--- src/rtl/komut_on_getirme.sv ---
// Instruction prefetch buffer: fetches sequential words over a req/ack bus into
// a small FIFO and presents the head word to the decode core.
module komut_on_getirme #(
    parameter int          DEPTH    = 4,
    parameter logic [31:0] RESET_PC = 32'h0000_0000
) (
    input  logic        clk,
    input  logic        reset,
    input  logic        yonlendir,
    input  logic [31:0] yeni_pc,
    input  logic        tuket,
    output logic [31:0] komut,
    output logic [31:0] komut_pc,
    output logic        komut_gecerli,
    output logic        hata,
    output logic        bellek_istek,
    output logic [31:0] bellek_adres,
    input  logic        bellek_hazir,
    input  logic [31:0] bellek_veri,
    input  logic        bellek_hata
);

    localparam int AW = (DEPTH > 1) ? $clog2(DEPTH) : 1;
    localparam logic [AW:0] CNT_FULL = (AW+1)'(DEPTH);

    typedef enum logic [1:0] {BOS, BEKLE, AT} durum_t;

    typedef struct packed {
        logic [31:0] veri;
        logic [31:0] adres;
        logic        err;
    } giris_t;

    giris_t        fifo [DEPTH];
    giris_t        head;
    logic [AW-1:0] rd_ptr, wr_ptr;
    logic [AW:0]   count;
    logic [31:0]   fetch_adr;
    durum_t        durum, durum_nxt;
    logic          issue, push, pop;
    logic          unused_pc_bits;

    assign unused_pc_bits = ^yeni_pc[1:0];

    // A redirect overrides both push and pop in the same cycle.
    assign issue = (durum == BOS) && (count < CNT_FULL) && !yonlendir;
    assign push  = (durum == BEKLE) && bellek_hazir && !yonlendir;
    assign pop   = tuket && (count != '0) && !yonlendir;

    always_ff @(posedge clk or negedge reset) begin
        if (!reset) durum <= BOS;
        else        durum <= durum_nxt;
    end

    always_comb begin
        durum_nxt = durum;
        case (durum)
            BOS:     if (issue) durum_nxt = BEKLE;
            BEKLE:   if (bellek_hazir)   durum_nxt = BOS;
                     else if (yonlendir) durum_nxt = AT;
            AT:      if (bellek_hazir)   durum_nxt = BOS;
            default: durum_nxt = BOS;
        endcase
    end

    always_comb begin
        bellek_istek = (durum != BOS);
    end

    always_ff @(posedge clk or negedge reset) begin
        if (!reset) begin
            rd_ptr       <= '0;
            wr_ptr       <= '0;
            count        <= '0;
            fetch_adr    <= {RESET_PC[31:2], 2'b00};
            bellek_adres <= '0;
        end else begin
            if (issue) bellek_adres <= fetch_adr;
            if (yonlendir) begin
                rd_ptr    <= '0;
                wr_ptr    <= '0;
                count     <= '0;
                fetch_adr <= {yeni_pc[31:2], 2'b00};
            end else begin
                if (push) begin
                    wr_ptr    <= wr_ptr + 1'b1;
                    fetch_adr <= bellek_adres + 32'd4;
                end
                if (pop) rd_ptr <= rd_ptr + 1'b1;
                case ({push, pop})
                    2'b10:   count <= count + 1'b1;
                    2'b01:   count <= count - 1'b1;
                    default: count <= count;
                endcase
            end
        end
    end

    // Storage needs no reset; occupancy is tracked by count.
    always_ff @(posedge clk) begin
        if (push) fifo[wr_ptr] <= '{veri: bellek_veri, adres: bellek_adres, err: bellek_hata};
    end

    assign head          = fifo[rd_ptr];
    assign komut_gecerli = (count != '0);
    assign komut         = komut_gecerli ? head.veri  : 32'h0;
    assign komut_pc      = komut_gecerli ? head.adres : 32'h0;
    assign hata          = komut_gecerli & head.err;

endmodule

--- config.mk ---
export PLATFORM = sky130hd
export DESIGN_NAME = komut_on_getirme
export DESIGN_NICKNAME = d
export VERILOG_FILES = /design/src/rtl/komut_on_getirme.sv
export SDC_FILE = /design/constraint.sdc
export NUM_CORES = 1
export LEC_CHECK = 0
export BUFFER_PORTS_ARGS = -buffer_cell sky130_fd_sc_hd__clkbuf_2
export CELL_PAD_IN_SITES_DETAIL_PLACEMENT = 2
export CELL_PAD_IN_SITES_GLOBAL_PLACEMENT = 2
export CORE_MARGIN = 3
export CORE_UTILIZATION = 44
export CTS_BUF_LIST = sky130_fd_sc_hd__clkbuf_8
export CTS_CLUSTER_SIZE = 12
export DETAILED_ROUTE_END_ITERATION = 7
export PLACE_DENSITY = 0.83
export SYNTH_ARGS = -nofsm -noshare
export SYNTH_HDL_FRONTEND = slang
export SYNTH_SLANG_ARGS = --single-unit
--- constraint.sdc ---
create_clock -name clk -period 4.3 [get_ports clk]
set_clock_uncertainty 0.1 [all_clocks]
set_input_delay 0.43 -clock clk [delete_from_list [all_inputs] [get_ports clk]]
set_output_delay 0.43 -clock clk [all_outputs]
set_load 0.1 [all_outputs]
==> metrics, run 1 <==
status finished, final reports clean; Post-synth EDFFs between 200 and 300; Crit Path Class register to output port; Synth Warn # 0; Worst EP required approximately 3800 ps; first-pass GRT wire length between 50 and 60 mm; CTS resizes 0; H-tree levels 2; Storage cell area about 9600 um^2; share of cells above drive strength 1 between 30% and 40%; Post-Syn Instances 767; Overflow after GRT 0; fin worst setup slack around 750 ps; wire per inst roughly 25 um; Max Clk Rate approximately 0.28 GHz; Die Width between 150 and 200 um; Post-Synth Simple-Gate Area under 10%; clk buf depth 3; CP Capture Type output port; # IOs 169; Layout area overhead 22.5%; worst hold start yeni_pc[26]; hold path cells 3; minimum clock period between 3000 and 4000 ps; RSZ-0062 raised after global routing no; Critical-path top delay cell or3_2; vias in the first global route between 9000 and 10000; Worst Path Arrival about 3000 ps; max_slew headroom between 20% and 30%; Fillers 2683; worst-path fanout max 48; post-synthesis compound-gate area fraction under 10%; Reg2Reg Setup Slack about 1400 ps; syn_area_per_cell 17.6 um^2; worst-path cell chain or3_2 -> buf_4 -> and2_1 -> clkbuf_2; port bufs roughly 170; Die Ht 181 um; Hold Vio Cnt, Final 0; Total GRT Usage a little under a quarter; Slew @ Worst Pin about 1100 ps; Avg Vias per Cell roughly 5.4; Final setup viols 0; sequential-to-total area share from yosys stat a little under three quarters; Die Footprint roughly 33000 um^2; Endpoint, Worst Hold fetch_adr[26]$_DFFE_PN0P_; initial antenna violation count 1; most common flop cell mapped by yosys edfxtp_1; final-stage net count about 1100; DRC 0; setup TNS 0 ps; Synth Cell Area between 10000 and 15000 um^2; core area 30000 um^2; pre-CTS setup slack between 1000 and 1500 ps; xor/xnor share of the synthesized area ~2.1%; Register-to-Register Path Depth 7; largest family of logic cells by synthesized area multiplexers; r2r endpoint count[2]$_DFFE_PN0P_; starting density of the core 45.0%; ys async rst share a little over a fifth; largest net degree at the start of global routing between 70 and 80; First-pass DRT Iterations 4; DP Wirelength between 20 and 25 mm; Synth cell types 42; startpoint types register; proportion of synthesized area in mux cells between 10 and 15%; reg2reg start count[2]$_DFFE_PN0P_; multi-input logic area approximately 3700 um^2; max incr delay on CP roughly 850 ps; final worst-path cycle share 82.6%; Vias between 7000 and 8000; max cap viols 0; clk root buf clkbuf_8; Final GP Congestion about 0.73; Core Rows 63; FF+latch count, synth 333; Synthesized Nets approximately 840; final WL between 30 and 40 mm; Sink Count approximately 330; DRT antenna net count 0; hold crit path type input pin to register; adder-cell share of the synthesized area less than 1%; Skew-Pair Late Insertion Delay between 500 and 600 ps; TritonCTS Buffers 56; CTS tree done; 1st-iter DRT viols 455; Max Slew Vio Count 0; Reg clk slew, reported paths 60 ps
## logic make-up (layout without fill, tap and decap cells)
logic type | after synthesis | in the layout
compound gates | 49 | 49
xor+xnor | 32 | 32
fa+ha+maj | 6 | 6
buf+inv | 44 | 346
flops | 333 | 333
mux | 97 | 97
other cells | 0 | 1
simple gates | 206 | 206
## how the worst max path moves through the flow
stage                           endpoint             startpoint  cells after the start
CTS                          komut_pc[0]  rd_ptr[0]$_DFFE_PN0P_                      4
detailed placement           komut_pc[0]  rd_ptr[0]$_DFFE_PN0P_                      4
global route                    komut[0]   count[2]$_DFFE_PN0P_                      4
finish                      komut_pc[10]   count[2]$_DFFE_PN0P_                      4
global placement             komut_pc[0]  rd_ptr[0]$_DFFE_PN0P_                      4
floorplan           fifo[0][0]$_DFFE_PP_   durum[0]$_DFFE_PN0P_                      5
## cell usage in the layout (no fill, tap or decap), types with 25 or more instances in the layout
cell type | synthesis | routed
edfxtp_1 | 260 | 260
and2_1 | 70 | 66
mux4_2 | 65 | 65
clkbuf_2 | 0 | 165
nor2_1 | 25 | 25
mux2_2 | 28 | 28
clkbuf_8 | 0 | 72
nand2_1 | 62 | 62
dlygate4sd3_1 | 0 | 61
inv_1 | 4 | 30
dfrtp_1 | 73 | 71
## layer usage
| metal | share of wire [%] | vias to the layer above | track usage, % |
|---|---|---|---|
| met5 | 0 | - | 0 |
| li1 | - | 3468 | - |
| met1 | 41 | 4182 | 30.3 |
| met3 | 3.9 | 57 | 3.44 |
| met2 | 53 | 207 | 41.7 |
| met4 | 1.9 | 0 | 5.51 |
## critical path: cells and delay by family (launching register included)
family                 cells  cell delay, ps
buffers and inverters      2             860
AND/OR/NAND/NOR            2            1070
flip-flops                 1             490
## registers in the layout, summed over array words and instances (netlist names)
name	cells
fetch_adr	32
count	3
durum	2
rd_ptr	2
fifo	260
bellek_adres	32
wr_ptr	2
## synth_stat cells (3+ instances only)
| master | number | area share (%) |
|---|---|---|
| a21oi_1 | 14 | 0.52 |
| and2_1 | 70 | 3.2 |
| and3_1 | 6 | 0.28 |
| buf_2 | 11 | 0.41 |
| clkbuf_1 | 26 | 0.72 |
| dfrtp_1 | 73 | 14 |
| edfxtp_1 | 260 | 58 |
| ha_1 | 5 | 0.46 |
| inv_1 | 4 | 0.11 |
| mux2_2 | 28 | 2.3 |
| mux4_2 | 65 | 11 |
| nand2_1 | 62 | 1.7 |
| nand3_1 | 14 | 0.52 |
| nand4_1 | 7 | 0.32 |
| nor2_1 | 25 | 0.70 |
| nor3_1 | 3 | 0.11 |
| nor3b_1 | 3 | 0.17 |
| nor4_4 | 3 | 0.47 |
| o21ai_0 | 12 | 0.45 |
| o221ai_1 | 12 | 0.78 |
| o221ai_2 | 4 | 0.45 |
| o31ai_1 | 4 | 0.22 |
| xnor2_1 | 11 | 0.71 |
| xor2_1 | 21 | 1.4 |
## final cells by class
type                    instances  area share [%]
flip-flops and latches        333            58.4
multi-input cells             390            22.2
repair buffers                236            9.15
clock buffers                  72            6.00
well taps                     390            2.96
clock inverters                34            1.15
inverters                       4          0.0909
diodes                          1          0.0152
## timing repair
| item | CTS | global route |
|---|---|---|
| buffers inserted | 0 | 0 |
| hold endpoints to repair | 228 | 0 |
| hold buffers | 61 | 0 |
## through the flow
stage                     cells  util, %  area (um^2)  hold slack [ps]
after floorplan             767        -        13500             34.4
after global placement     1292     49.1        14700              356
after detailed placement   1292     49.1        14700              375
after CTS                  1459     55.1        16500             3.20
after global routing       1460     55.1        16500             23.5
final                      1460     55.1        16500             30.6
Power of run 1 is not shown: default switching activity piles up to over one toggle a cycle in this logic, so the estimate is an artifact.
==> run 2: changes to the inputs <==
- ABC_AREA: not set -> 1
- CORE_UTILIZATION: 44 -> 39
- PLACE_DENSITY: 0.83 -> 0.84
- clock period: 4.3 -> 3.44 ns (I/O delays scaled with it)
==> metrics, run 2 <==
utilization after layout 49.6% (-5.5 points); most flop-heavy register fifo; Vias 11078 (+40%); Synth cell types 34 (-19%); Max Slew Vio Count 0 (unchanged); Total GRT Usage 25.0% (+1.6 points); Final GP Congestion 0.802 (+9.2%); FF+latch count, synth 333 (unchanged); Hold Vio Cnt, Final 0 (unchanged); Die Ht 196 um (+8.2%); Layout area overhead 23.6%; Finished Cell Area 17400 um^2 (+5.4%); 1st-iter DRT viols 497 (+9.2%); Tot Pwr between 15 and 20 mW; first-pass GRT wire length 74.4 mm (+27%); top post-synthesis cells by count nor2_1 (336), edfxtp_1 (260), nand2_1 (208), o21ai_0 (185), dfrtp_1 (73); final-stage net count 1668 (+52%); CTS tree done; max_slew headroom 46.6% (+20 points); H-tree levels 2 (unchanged); DRC 0 (unchanged); fin worst setup slack 165 ps (-582 ps); Worst EP required 3000 ps (-770 ps); clk buf depth 3 (unchanged); vias in the first global route 12630 (+35%); Min Hold Slack 71.5 ps (+40.9 ps); clk root buf clkbuf_8; syn_area_per_cell 10.5 um^2 (-40%); top flop regs fifo: 260 flops, bellek_adres: 32 flops, fetch_adr: 32 flops; Post-Syn Instances 1339 (+75%); RSZ-0062 raised after global routing no; Int Power 7.77 mW; Fillers 3611 (+35%); Combinational Power Share between 40% and 50%; max FFs per register 260 (unchanged); TritonCTS Buffers 56 (unchanged); Slew @ Worst Pin 800 ps (-292 ps); largest net degree at the start of global routing 132 (+78%); Register-to-Register Path Depth 8 (+1); pre-CTS setup slack 659 ps (-645 ps); ys async rst share 21.9% (unchanged); Die Width 196 um (+8.2%); DRT antenna net count 0 (unchanged); Placed Instances 1921 (+49%); clock share of power a little under a fifth; Max Clk Rate roughly 0.3 GHz; Cell Area, Placed 15700 um^2 (+7.0%); Reg clk slew, reported paths 60 ps (about the same); sequential-to-total area share from yosys stat 68.5% (-3.0 points); share of cells above drive strength 1 20.3% (-14 points); hold path cells 5 (+2); startpoint types register; pwr/cell area 976 nW/um^2; most common flop cell mapped by yosys edfxtp_1; LEAKAGE ~7 nW; commonest cells after routing, fill and taps aside nor2_1 (332), edfxtp_1 (260), nand2_1 (208); Layout Cells excl Fill 2092 (+43%); final WL 47.8 mm (+28%); worst-path fanout max 49 (+2.1%); Worst IR Drop VDD between 0.7 and 0.8 mV; most common library cell in the layout ignoring fill and taps nor2_1; area share of the largest cell type after synthesis 55.5% (-2.4 points); register share of total power around a third; dominant cells by area after synthesis edfxtp_1 (55%), dfrtp_1 (13%), nor2_1 (9.0%); r2r endpoint count[2]$_DFFE_PN0P_; initial antenna violation count 0 (-1); Die Footprint 38400 um^2 (+17%); final worst-path cycle share 95.2%; # IOs 169 (unchanged); worst hold start yeni_pc[20]; Final setup viols 0 (unchanged); number of diodes 0 (-1); reg2reg start count[0]$_DFFE_PN0P_; status finished, final reports clean; NetSw between 9 and 10 mW; core area 35100 um^2 (+17%); Synth Cell Area 14100 um^2 (+4.4%); Overflow after GRT 0 (unchanged); Yosys top cell by area edfxtp_1; sw frac a little over half; buffers inserted during post-CTS setup optimization 0 (unchanged); setup TNS 0 ps (unchanged); starting density of the core 40.1% (-4.9 points); minimum clock period approximately 3300 ps; max cap viols 0 (unchanged); Endpoint, Worst Hold fetch_adr[20]$_DFFE_PN0P_; Crit Path Class register to output port; Synth Warn # 0 (unchanged); Reg2Reg Setup Slack 1190 ps (-200 ps); worst setup path startpoint rd_ptr[1]$_DFFE_PN0P_; DP Wirelength 28.8 mm (+38%); wire per inst 22.8 um (-10%); Sink Count 333 (unchanged); Post-synth EDFFs 260 (unchanged); Skew-Pair Late Insertion Delay 610 ps (+20 ps); hold crit path type input pin to register; Synthesized Nets 1415 (+68%); port bufs 166 (unchanged); CP Capture Type output port; most common cell in the netlist nor2_1; Core Rows 68 (+7.9%); Worst Path Arrival 2830 ps (-190 ps); Avg Vias per Cell 5.30 (-2.3%); First-pass DRT Iterations 4 (unchanged)
run 2: changes by cell type in the layout (fill, tap and decap cells not counted), moves of 20 or more:
| cell | change |
|---|---|
| a21oi_2 | +50 |
| mux2_2 | -28 |
| o21ai_0 | +173 |
| mux4_2 | -65 |
| and2_1 | -66 |
| nand2_1 | +146 |
| inv_1 | +60 |
| nor2_1 | +307 |
| nand3_1 | +20 |
run 2: cells by family (layout without fill, tap and decap cells):
group / after synthesis / in the layout / share of synthesized area [%]
xor+xnor: 7 / 7 / 0.436
flops: 333 / 333 / 68.5
buf+inv: 124 / 422 / 3.79
simple gates: 602 / 602 / 17.1
compound gates: 267 / 267 / 9.58
fa+ha+maj: 6 / 6 / 0.587
run 2: worst max-delay path by stage:
stage / cells past startpoint / slack [ps] / to
2_1_floorplan: 5 / -860 / fifo[0][0]$_DFFE_PP_
3_3_place_gp: 6 / 760 / komut_pc[13]
3_5_place_dp: 6 / 660 / komut_pc[13]
4_1_cts: 6 / 9 / komut_pc[13]
5_1_grt: 6 / 3 / komut[20]
6_report: 6 / 170 / komut[10]
run 2: power groups by stage:
stage                     registers [mW]  clock network [mW]  logic (mW)
after floorplan                     6.57                   0        5.38
after global placement              5.65                   0        7.91
after detailed placement            5.73                   0        8.11
after CTS                           5.65                3.19        8.23
after global routing                5.74                3.38        8.64
final                               5.65                3.12        8.21
run 2: final cells by class:
class                   count  area [um^2]  area share (%)
clock buffers              57          785            4.51
clock inverters            46          175            1.01
inverters                  57          216            1.24
multi-input cells         882         4120            23.7
flip-flops and latches    333         9640            55.4
well taps                 455          569            3.27
repair buffers            262         1890            10.9
run 2: critical path, stage by stage (launching register included):
cell,delay (ps)
dfrtp_2,640
inv_2,320
buf_12,300
nor2_1,150
o21ai_0,110
a21oi_1,190
clkbuf_2,500
run 2: per-layer routing:
layer	global-route usage [%]	up-vias	share of wire (%)
met1	30.2	5700	41
met2	46.0	241	53
met4	7.45	0	2.6
met5	0	-	0
li1	-	5053	-
met3	3.81	84	3.9
run 2: timing repair:
item | CTS | global route
setup endpoints to repair | 0 | 12
endpoints found under the hold margin | 185 | 0
hold buffers | 68 | 0
gates resized for setup | 0 | 16
No activity file was read; power rests on OpenSTA's default activity.
==> run 3: changes to the inputs <==
- PLACE_DENSITY: 0.84 -> 0.9
==> metrics, run 3 (synthesis results as in run 2) <==
max_slew headroom 40.9% (-5.7 points); clock share of power 17.8% (-0.6 points); Int Power 8.16 mW (+5.1%); crit path capture komut[8]; most flop-heavy register fifo; top flop regs fifo: 260 flops, bellek_adres: 32 flops, fetch_adr: 32 flops; Worst EP required 3000 ps (about the same); pwr/cell area 1000 nW/um^2 (+2.7%); fin worst setup slack 172 ps (+6.56 ps); Max Slew Vio Count 0 (unchanged); Total GRT Usage 25.8% (+0.81 points); Combinational Power Share 49.7% (+1.4 points); worst-path fanout max 58 (+18%); TritonCTS Buffers 55 (-1.8%); largest net degree at the start of global routing 74 (-44%); worst setup path startpoint rd_ptr[0]$_DFFE_PN0P_; core area 35100 um^2 (unchanged); Core Rows 68 (unchanged); Vias 11131 (+0.48%); r2r endpoint count[2]$_DFFE_PN0P_; Finished Cell Area 17500 um^2 (+0.65%); DRC 0 (unchanged); NetSw 9.38 mW (+1.9%); Die Width 196 um (unchanged); CP Capture Type output port; Hold Vio Cnt, Final 0 (unchanged); Max Clk Rate 0.306 GHz (+0.20%); share of cells above drive strength 1 21.0% (+0.68 points); setup TNS 0 ps (unchanged); Slew @ Worst Pin 886 ps (+86.2 ps); Final setup viols 0 (unchanged); startpoint types register; Overflow after GRT 0 (unchanged); vias in the first global route 12795 (+1.3%); register share of total power 32.5% (-0.8 points); Tot Pwr 17.5 mW (+3.3%); Storage cell area 9640 um^2 (unchanged); status finished, final reports clean; Fillers 3585 (-0.72%); Register-to-Register Path Depth 8 (unchanged); first-pass GRT wire length 76.8 mm (+3.3%); LEAKAGE 6.77 nW (-0.53%); port bufs 166 (unchanged); pre-CTS setup slack 725 ps (+66.6 ps); H-tree levels 2 (unchanged); First-pass DRT Iterations 4 (unchanged); Crit Path Class register to output port; max cap viols 0 (unchanged); worst hold start yeni_pc[11]; Reg clk slew, reported paths 70 ps (about the same); 1st-iter DRT viols 593 (+19%); final-stage net count 1656 (-0.72%); Layout area overhead 24.4%; final worst-path cycle share 95.0% (-0.19 points); sw frac 53.5% (-0.77 points); Worst Path Arrival 2820 ps (about the same); Cell Area, Placed 16000 um^2 (+1.7%); final WL 49.8 mm (+4.2%); Skew-Pair Late Insertion Delay 610 ps (about the same); Die Ht 196 um (unchanged); number of diodes 0 (unchanged); Die Footprint 38400 um^2 (unchanged); DRT antenna net count 0 (unchanged); clk buf depth 3 (unchanged); initial antenna violation count 1 (+1); # IOs 169 (unchanged); clk root buf clkbuf_8; Worst IR Drop VDD 0.900 mV (+18%); most common library cell in the layout ignoring fill and taps nor2_1; RSZ-0062 raised after global routing no; commonest cells after routing, fill and taps aside nor2_1 (332), edfxtp_1 (260), nand2_1 (208); hold crit path type input pin to register; CTS tree done; reg2reg start durum[1]$_DFFE_PN0P_; max FFs per register 260 (unchanged); Avg Vias per Cell 5.37 (+1.4%); hold path cells 3 (-2); DP Wirelength 30.9 mm (+7.4%); utilization after layout 50.0% (+0.32 points); multi-input logic area 4120 um^2 (unchanged); minimum clock period 3270 ps (-6.56 ps); wire per inst 24.0 um (+5.2%); starting density of the core 40.1% (unchanged); Sink Count 333 (unchanged); Final GP Congestion 0.797 (-0.72%); Reg2Reg Setup Slack 1050 ps (-140 ps)
## run 3: metrics by stage
stage,instances,hold slack [ps]
finish,2072,18.7
global route,2072,43.1
CTS,2071,0.184
detailed placement,1924,374
global placement,1924,359
floorplan,1339,-51.6
## run 3: power groups by stage
| stage | clock network [mW] | registers, mW | logic [mW] |
|---|---|---|---|
| final | 3.12 | 5.70 | 8.72 |
| after global routing | 3.37 | 5.76 | 9.15 |
| after CTS | 3.18 | 5.70 | 8.70 |
| after detailed placement | 0 | 5.77 | 8.58 |
| after global placement | 0 | 5.67 | 8.32 |
| after floorplan | 0 | 6.57 | 5.38 |
## run 3: cell type report
cell class	count	area share (%)
inverters	57	1.24
repair buffers	251	11.6
clock inverters	37	0.864
flip-flops and latches	333	55.0
well taps	455	3.25
multi-input cells	882	23.5
clock buffers	57	4.48
## run 3: worst max-delay path, stage by stage (launching register included)
cell	delay, ps
dfrtp_4	640
clkinv_2	130
buf_4	470
o21ai_0	220
a21oi_1	240
clkbuf_2	500
## run 3: metal layers
metal  routed length [um]  GRT usage [%]  up-vias
met5                    8              0        -
met4                 1350           7.76        2
met3                 2160           4.41       98
met2                25800           46.8      289
met1                20400           31.4     5722
li1                     -              -     5020
## run 3: repair_timing
action	in CTS	in global routing
gates resized for setup	0	2
setup buffers	0	1
endpoints found under the hold margin	183	0
hold buffers	53	0
endpoints found under the setup margin	0	8
## run 3: how the worst min path moves through the flow
stage / to
detailed placement: fetch_adr[28]$_DFFE_PN0P_
global placement: bellek_adres[19]$_DFFE_PN0P_
CTS: fetch_adr[31]$_DFFE_PN0P_
floorplan: bellek_adres[0]$_DFFE_PN0P_
global route: fetch_adr[24]$_DFFE_PN0P_
finish: fetch_adr[11]$_DFFE_PN0P_
